`config.mk`:
```
export PLATFORM = sky130hd
export DESIGN_NAME = ofdm_symbol_sequencer
export DESIGN_NICKNAME = d
export VERILOG_FILES = /design/src/rtl/ofdm_symbol_sequencer.sv
export SDC_FILE = /design/constraint.sdc
export NUM_CORES = 1
export LEC_CHECK = 0
export ABC_AREA = 1
export BUFFER_PORTS_ARGS = -buffer_cell sky130_fd_sc_hd__buf_4
export CAP_MARGIN = 20
export CORE_UTILIZATION = 25
export CTS_BUF_LIST = sky130_fd_sc_hd__clkbuf_16
export CTS_CLUSTER_SIZE = 8
export DETAILED_ROUTE_END_ITERATION = 16
export PLACE_DENSITY = 0.53
export SETUP_SLACK_MARGIN = 0.4
export SYNTH_ARGS = -nofsm -noshare
export SYNTH_HDL_FRONTEND = slang
export SYNTH_SLANG_ARGS = --single-unit
```
`constraint.sdc`:
```
create_clock -name aclk -period 4.8 [get_ports aclk]
set_input_delay 0.24 -clock aclk [delete_from_list [all_inputs] [get_ports aclk]]
set_output_delay 0.24 -clock aclk [all_outputs]
set_load 0.05 [all_outputs]
```
`src/rtl/ofdm_symbol_sequencer.sv`:
```
// Per-frame TX sequencer: computes N_SYM from a frame descriptor and frames the coded byte stream
// into one SIGNAL symbol plus N_SYM data symbols. Optional macro SYM_SEQ_TLAST_CHECK_EN adds encoder tlast checking.
module ofdm_symbol_sequencer #(
   parameter int LEN_WIDTH  = 12,
   parameter int NSYM_WIDTH = 11
) (
   input  logic                  aclk,
   input  logic                  aresetn,
   input  logic [3:0]            cfg_rate,
   input  logic [LEN_WIDTH-1:0]  cfg_len,
   input  logic                  cfg_tvalid,
   output logic                  cfg_tready,
   input  logic [7:0]            s_axis_tdata,
   input  logic                  s_axis_tlast,
   input  logic                  s_axis_tvalid,
   output logic                  s_axis_tready,
   output logic [7:0]            m_axis_tdata,
   output logic [3:0]            m_axis_tuser,
   output logic                  m_axis_tlast,
   output logic                  m_axis_tvalid,
   input  logic                  m_axis_tready,
   output logic [NSYM_WIDTH-1:0] nsym,
   output logic                  busy,
   output logic                  err
);
   localparam int BITS_W = LEN_WIDTH + 4;

   // 802.11a SIGNAL-field RATE codes
   localparam logic [3:0] RATE_6M  = 4'b1011;
   localparam logic [3:0] RATE_9M  = 4'b1111;
   localparam logic [3:0] RATE_12M = 4'b1010;
   localparam logic [3:0] RATE_18M = 4'b1110;
   localparam logic [3:0] RATE_24M = 4'b1001;
   localparam logic [3:0] RATE_36M = 4'b1101;
   localparam logic [3:0] RATE_48M = 4'b1000;
   localparam logic [3:0] RATE_54M = 4'b1100;

   localparam logic [1:0] S_IDLE   = 2'd0;
   localparam logic [1:0] S_CALC   = 2'd1;
   localparam logic [1:0] S_SIGNAL = 2'd2;
   localparam logic [1:0] S_DATA   = 2'd3;

   function automatic logic rate_ok(input logic [3:0] r);
      case (r)
         RATE_6M, RATE_9M, RATE_12M, RATE_18M,
         RATE_24M, RATE_36M, RATE_48M, RATE_54M: rate_ok = 1'b1;
         default:                                rate_ok = 1'b0;
      endcase
   endfunction

   function automatic logic [7:0] ndbps_of(input logic [3:0] r);
      case (r)
         RATE_9M:  ndbps_of = 8'd36;
         RATE_12M: ndbps_of = 8'd48;
         RATE_18M: ndbps_of = 8'd72;
         RATE_24M: ndbps_of = 8'd96;
         RATE_36M: ndbps_of = 8'd144;
         RATE_48M: ndbps_of = 8'd192;
         RATE_54M: ndbps_of = 8'd216;
         default:  ndbps_of = 8'd24;
      endcase
   endfunction

   function automatic logic [5:0] sym_bytes_of(input logic [3:0] r);
      case (r)
         RATE_12M, RATE_18M: sym_bytes_of = 6'd12;
         RATE_24M, RATE_36M: sym_bytes_of = 6'd24;
         RATE_48M, RATE_54M: sym_bytes_of = 6'd36;
         default:            sym_bytes_of = 6'd6;
      endcase
   endfunction

   logic [1:0]            state_q, state_d;
   logic [3:0]            rate_q, rate_d;
   logic [BITS_W-1:0]     bits_q, bits_d;
   logic [NSYM_WIDTH-1:0] nsym_q, nsym_d;
   logic [NSYM_WIDTH-1:0] sym_cnt_q, sym_cnt_d;
   logic [5:0]            byte_cnt_q, byte_cnt_d;
   logic                  err_q, err_d;

   logic [7:0] ndbps_cur;
   logic [5:0] sym_bytes_cur;
   logic       passthru, m_hs, cfg_hs, sym_end, frame_last, tlast_err;

   assign ndbps_cur     = ndbps_of(rate_q);
   assign sym_bytes_cur = sym_bytes_of(rate_q);
   assign passthru      = (state_q == S_SIGNAL) || (state_q == S_DATA);
   assign m_hs          = passthru && s_axis_tvalid && m_axis_tready;
   assign cfg_hs        = cfg_tvalid && cfg_tready;
   assign sym_end       = (byte_cnt_q == sym_bytes_cur - 6'd1);
   assign frame_last    = (state_q == S_DATA) && (sym_cnt_q == NSYM_WIDTH'(1)) && sym_end;

   // Zero-latency passthrough: the interleaver sees the encoder directly while a frame is open
   assign cfg_tready    = (state_q == S_IDLE);
   assign s_axis_tready = passthru && m_axis_tready;
   assign m_axis_tvalid = passthru && s_axis_tvalid;
   assign m_axis_tdata  = passthru ? s_axis_tdata : 8'd0;
   assign m_axis_tlast  = frame_last;
   assign m_axis_tuser  = (state_q == S_SIGNAL) ? RATE_6M :
                          (state_q == S_DATA)   ? rate_q  : 4'd0;
   assign nsym          = nsym_q;
   assign busy          = (state_q != S_IDLE);
   assign err           = err_q;

`ifdef SYM_SEQ_TLAST_CHECK_EN
   logic tlast_sticky_q, tlast_sticky_d;
   logic unused_tlast_sticky;
   assign tlast_err           = m_hs && (s_axis_tlast != frame_last);
   assign tlast_sticky_d      = cfg_hs ? 1'b0 : (tlast_sticky_q | tlast_err);
   assign unused_tlast_sticky = tlast_sticky_q;
   always_ff @(posedge aclk) begin
      if (!aresetn) tlast_sticky_q <= 1'b0;
      else          tlast_sticky_q <= tlast_sticky_d;
   end
`else
   logic unused_s_tlast;
   assign tlast_err      = 1'b0;
   assign unused_s_tlast = s_axis_tlast;
`endif

   always_comb begin
      state_d    = state_q;
      rate_d     = rate_q;
      bits_d     = bits_q;
      nsym_d     = nsym_q;
      sym_cnt_d  = sym_cnt_q;
      byte_cnt_d = byte_cnt_q;
      err_d      = tlast_err;
      case (state_q)
         S_IDLE: begin
            if (cfg_hs) begin
               if (rate_ok(cfg_rate)) begin
                  rate_d  = cfg_rate;
                  bits_d  = BITS_W'({cfg_len, 3'b000}) + BITS_W'(22);
                  nsym_d  = '0;
                  state_d = S_CALC;
               end else begin
                  err_d = 1'b1;
               end
            end
         end
         // Repeated subtraction: one N_DBPS per cycle yields the ceiling quotient
         S_CALC: begin
            nsym_d = nsym_q + NSYM_WIDTH'(1);
            if (bits_q <= BITS_W'(ndbps_cur)) begin
               sym_cnt_d  = nsym_q + NSYM_WIDTH'(1);
               byte_cnt_d = '0;
               state_d    = S_SIGNAL;
            end else begin
               bits_d = bits_q - BITS_W'(ndbps_cur);
            end
         end
         S_SIGNAL: begin
            if (m_hs) begin
               if (byte_cnt_q == 6'd5) begin
                  byte_cnt_d = '0;
                  state_d    = S_DATA;
               end else begin
                  byte_cnt_d = byte_cnt_q + 6'd1;
               end
            end
         end
         default: begin
            if (m_hs) begin
               if (sym_end) begin
                  byte_cnt_d = '0;
                  sym_cnt_d  = sym_cnt_q - NSYM_WIDTH'(1);
                  if (sym_cnt_q == NSYM_WIDTH'(1)) state_d = S_IDLE;
               end else begin
                  byte_cnt_d = byte_cnt_q + 6'd1;
               end
            end
         end
      endcase
   end

   always_ff @(posedge aclk) begin
      if (!aresetn) begin
         state_q    <= S_IDLE;
         rate_q     <= '0;
         bits_q     <= '0;
         nsym_q     <= '0;
         sym_cnt_q  <= '0;
         byte_cnt_q <= '0;
         err_q      <= 1'b0;
      end else begin
         state_q    <= state_d;
         rate_q     <= rate_d;
         bits_q     <= bits_d;
         nsym_q     <= nsym_d;
         sym_cnt_q  <= sym_cnt_d;
         byte_cnt_q <= byte_cnt_d;
         err_q      <= err_d;
      end
   end
endmodule

```
Yosys cells after proc, flatten, opt, wreduce, memory -nomap -nowiden. Memory sizes are Yosys's and may differ from the RTL's. Index checks and enable logic that the tools add are counted.

Reductions and logical operators: 26. $lt $le $gt $ge: 1. Bitwise gates (word level): 2. Equal/unequal tests: 19. Mux-type cells: 34. Add/subtract/negate cells: 6.

Operators by type and width (number): case mux 8 bit (7 select lines) (1); two-way mux 11 bit (5); two-way mux 16 bit (3); case mux 11 bit (2 select lines) (2); case mux 6 bit (3 select lines) (2); case mux 16 bit (2 select lines) (1); two-way mux 6 bit (5); equality test 4 bit (second input constant) (7); adder 15 x 5 -> 16 bit (second input constant) (1); less-or-equal comparator 16 x 8 -> 1 bit (1); two-way mux 2 bit (8); subtractor 16 x 8 -> 16 bit (1); AND reduction 4 bit (3); adder 11 x 1 -> 11 bit (second input constant) (1); equality test 11 x 1 -> 1 bit (second input constant) (1); subtractor 11 x 1 -> 11 bit (second input constant) (1); AND reduction 3 bit (3); two-way mux 4 bit (2); two-way mux 8 bit (1); AND reduction 8 bit (1); nonzero test 2 bit (4); nonzero test 4 bit (2); OR reduction 2 bit (4); adder 6 x 1 -> 6 bit (second input constant) (1); 14 further kinds (27).

Memories kept: 1. Word-level logic and storage cells: 96. Output and inout bits: 29. Bits in read-only memories: 16. Register bits after elaboration: 51. Input port bits: 30.

Memory list: (name not given) (words 16, width 1, read ports 1, clocked after Yosys merged registers in 0, write ports 0, line 44) `case (r)`.

Longest topological paths before layout.
Word-level depth: 8. Depth in mapped cells: 17. Depth with buffers taken out: 17.

Worst setup path after synthesis. Ideal clock, no wire load.

Kind: register to register. Start: register state_q[1]. End: register bits_q[11]. Arrival: 2.242 ns. Cell stages (with the launch flop): 11. Period minus slack after synthesis: 2.357 ns. Path slack: 2.443 ns. Library setup time: 0.115 ns. Cell sequence: dfxtp_1 > inv_1 > ha_1 > inv_1 > a21oi_1 > nor2_2 > nand2_1 > inv_2 > buf_4 > o21ai_1 > nor2_1.

Word-level cells in the longest chain between the ends: 4.

RTL lines: from (decl) (line 73) `logic [1:0] state_q, state_d;`; from (signal assigned) (line 187) `state_q <= state_d;`; zero test 2 bit (*) (line 94) `assign cfg_tready = (state_q == S_IDLE);`; via cfg_tready (line 12) `output logic cfg_tready,`; logical AND 1 bit (line 89) `assign cfg_hs = cfg_tvalid && cfg_tready;`; != test 2 x 1 -> 1 bit (no source line); AND reduction 4 bit (no source line); to (signal assigned) (line 189) `bits_q <= bits_d;`; to (decl) (line 75) `logic [BITS_W-1:0] bits_q, bits_d;`.

The timed path passes the listed nets; every way through them passes the cells marked *. A chain may end at the register's enable or synchronous reset.

Final worst setup path.
Start: register rate_q[3]. End: register bits_q[9].

Word-level cells in the longest chain between the ends: 5.

RTL lines: from (decl) (line 74) `logic [3:0] rate_q, rate_d;`; from (signal assigned) (line 188) `rate_q <= rate_d;`; equality test 4 bit (line 52) `case (r)`; case mux 8 bit (7 select lines) (*) (line 52); subtractor 16 x 8 -> 16 bit or less-or-equal comparator 16 x 8 -> 1 bit (tied branches) (line 150, 145); two-way mux 16 bit or != test 2 bit (tied branches); case mux 16 bit (2 select lines) or AND reduction 4 bit (tied branches).

Mark *: on every way between the ends. The rest lies on a longest branch, timed or not. The select of a mux whose other input is x is not followed.

==> qor.txt <==
diode count - 0
Iteration-0 DRC Markers - 192
critical path required time - 4990 ps
Die Wd - 124.5 um
Setup crit end kind - flip-flop
placed insts - 834
wire length per cell - 12.35 um
gp weighted congestion - 0.7946
leakage power - 2.005 nW
Final setup viols - 0
root buf cell - clkbuf_16
power per cell area - 591.7 mW/mm^2
Die Area - 0.01550 mm^2
crit path time final - 2890 ps
number of global-route vias before repair - 3672
die height - 124.5 um
hold buffers post-CTS - 0
setup TNS - 0 ps
period utilisation layout - 60.21%
met2 wire length - 4.517 mm
initial antenna violation count - 0
Filler cells - 1633
RSZ-0062 raised after global routing - false
clk_skew - 4.468 ps
max-slew violations - 0
most frequent cells in the layout - nand2_1 (119), nor2_1 (94), inv_1 (72)
row cnt - 44
Core ar. - 0.01459 mm^2
worst setup path class - flip-flop to flip-flop
final wirelength - 10.40 mm
crit-path cells - inv_2, nor4_1, a211oi_1, ha_1, nand2_1, nor2_1, nand2_1, nand3_1, nand2_1, nand2_1, nand2_1, inv_2, o21ai_0, nor2_1, nor2_1
critical path's most frequent cell - nand2_1
CTS tree - built
share of cells above drive strength 1 - 13.98%
Max stage delay on crit path - 450 ps
Initial Util - 25.71%
nets - 707
VDD IR-drop max - 0.2288 mV
via count - 3880
Via density - 4.608
Hold WS - 134.5 ps
DRC - 0
largest net degree at the start of global routing - 36
Fin. Hold Viols - 0
Finished Layout Cells - 842
Max Buffers Root-to-Sink - 2
Post-CTS Setup Repair Bufs - 0
Startpoint Class - flip-flop
first-pass GRT wire length - 17.93 mm
met1 wire length - 5.354 mm
sequential area share after synthesis - 26.68%
Synthesized Nets - 657
Slew headroom - 54.37%
GRT overflow - 0
total track usage - 14.02%
layout overhead on the synthesized area - 19.68%
Mean Syn Cell Area - 6.180 um^2
Cell variety after synth - 34
Worst Tran Pin Value - 683.6 ps
CTS buffer count - 5
placed inst area - 0.004352 mm^2
Max Cap Viol - 0
H-tree Lvls - 2
arrival time at the worst endpoint - 3080 ps
detailed placement HPWL - 7.697 mm
io pins - 59
Pwr Total - 2.656 mW
f_max - 346.0 MHz
clock latency at the later pin of the worst-skew pair - 290 ps
Worst Hold Class - input pin to flip-flop
IO Port Bufs - 57
outcome - complete, no violations
mapped cell area - 0.003751 mm^2
YS warnings - 0
number of synthesized register bits - 50
Top Metal Used - met4
Antenna Violating Nets Remaining - 0
most common cell after layout, fill and taps aside - nand2_1
CTS resizes - 0
slowest CP cell - dfxtp_1
TritonCTS Sinks - 50
drt pass-1 iters - 4
Non-Filler Cell Area, Final - 0.004489 mm^2
clk slew on worst S/H paths - 70 ps
Mapped Cells - 607
metal3 WL - 428 um
crit path max fanout - 17
==> area by class of cell <==
| class | count | area [um^2] | area share (%) |
|---|---|---|---|
| tap | 184 | 230.2 | 5.128 |
| timing repair buffer | 58 | 435.4 | 9.699 |
| clock buffer | 5 | 125.1 | 2.787 |
| clock inverter | 3 | 12.51 | 0.2787 |
| multi-input combinational | 462 | 2385 | 53.12 |
| inverter | 80 | 300.3 | 6.689 |
| sequential | 50 | 1001 | 22.30 |
==> flip-flops by register name, summed over array words and instances, names as in the netlist <==
name	count
bits_q	15
err	1
byte_cnt_q	6
state_q	2
sym_cnt_q	11
rate_q	4
nsym	11
==> logic make-up (layout without fill, tap and decap cells) <==
family          count (synthesis)  in the layout  synth area share [%]
compound gates                132            132                 18.68
xor+xnor                       16             16                 3.736
fa+ha+maj                      20             20                 6.871
buf+inv                        95            146                 9.740
flops                          50             50                 26.68
simple gates                  294            294                 34.29
==> worst max-delay path: cells and delay by family, from the launching register on <==
family / cells / cell delay, ps
buffers and inverters: 2 / 450
and+or+nand+nor: 10 / 1250
DFF: 1 / 450
adders and majority gates: 1 / 380
AOI/OAI and AO/OA: 2 / 250
==> report_power, final <==
part,internal (mW),switching [mW]
combinational,0.515,1.09
clock,0.189,0.166
sequential,0.551,0.149
==> through the flow <==
step,util (%),setup slack [ps]
global placement,29.83,1902
floorplan,-,2443
CTS,30.77,1896
detailed placement,29.83,1897
finish,30.77,1910
global route,30.77,1547
==> Yosys cell counts, drive strengths merged <==
cell	number	share of area, %
dfxtp	50	27
nand4	7	1.2
nand3	49	7.3
xnor2	7	1.6
buf	6	0.83
o21bai	2	0.40
o211ai	2	0.40
inv	80	8.0
a31oi	4	0.67
a211oi	3	0.60
nor3	9	1.2
a21o	2	0.40
xor2	9	2.1
clkbuf	9	0.90
nand2	126	13
ha	19	6.3
nor2	101	11
nor4	1	0.17
or2	1	0.17
o22ai	1	0.17
o21ai	68	9.1
a21oi	50	7.0
fa	1	0.53
==> layer usage <==
| layer | GRT usage, % | vias up |
|---|---|---|
| met3 | 2.148 | 7 |
| met5 | 0 | - |
| li1 | - | 2074 |
| met2 | 22.91 | 74 |
| met4 | 3.402 | 0 |
| met1 | 19.20 | 1725 |
==> worst paths after layout <==
kind                    start   endpoint  slack, ps  cells past startpoint
setup / recovery    rate_q[3]  bits_q[9]       1910                     15
setup reg to reg    rate_q[3]  bits_q[9]       1910                     15
hold reg to reg     bits_q[1]  bits_q[1]        470                      2
hold / removal    cfg_rate[3]        err        130                      2
(Power assumes the default switching activity.)
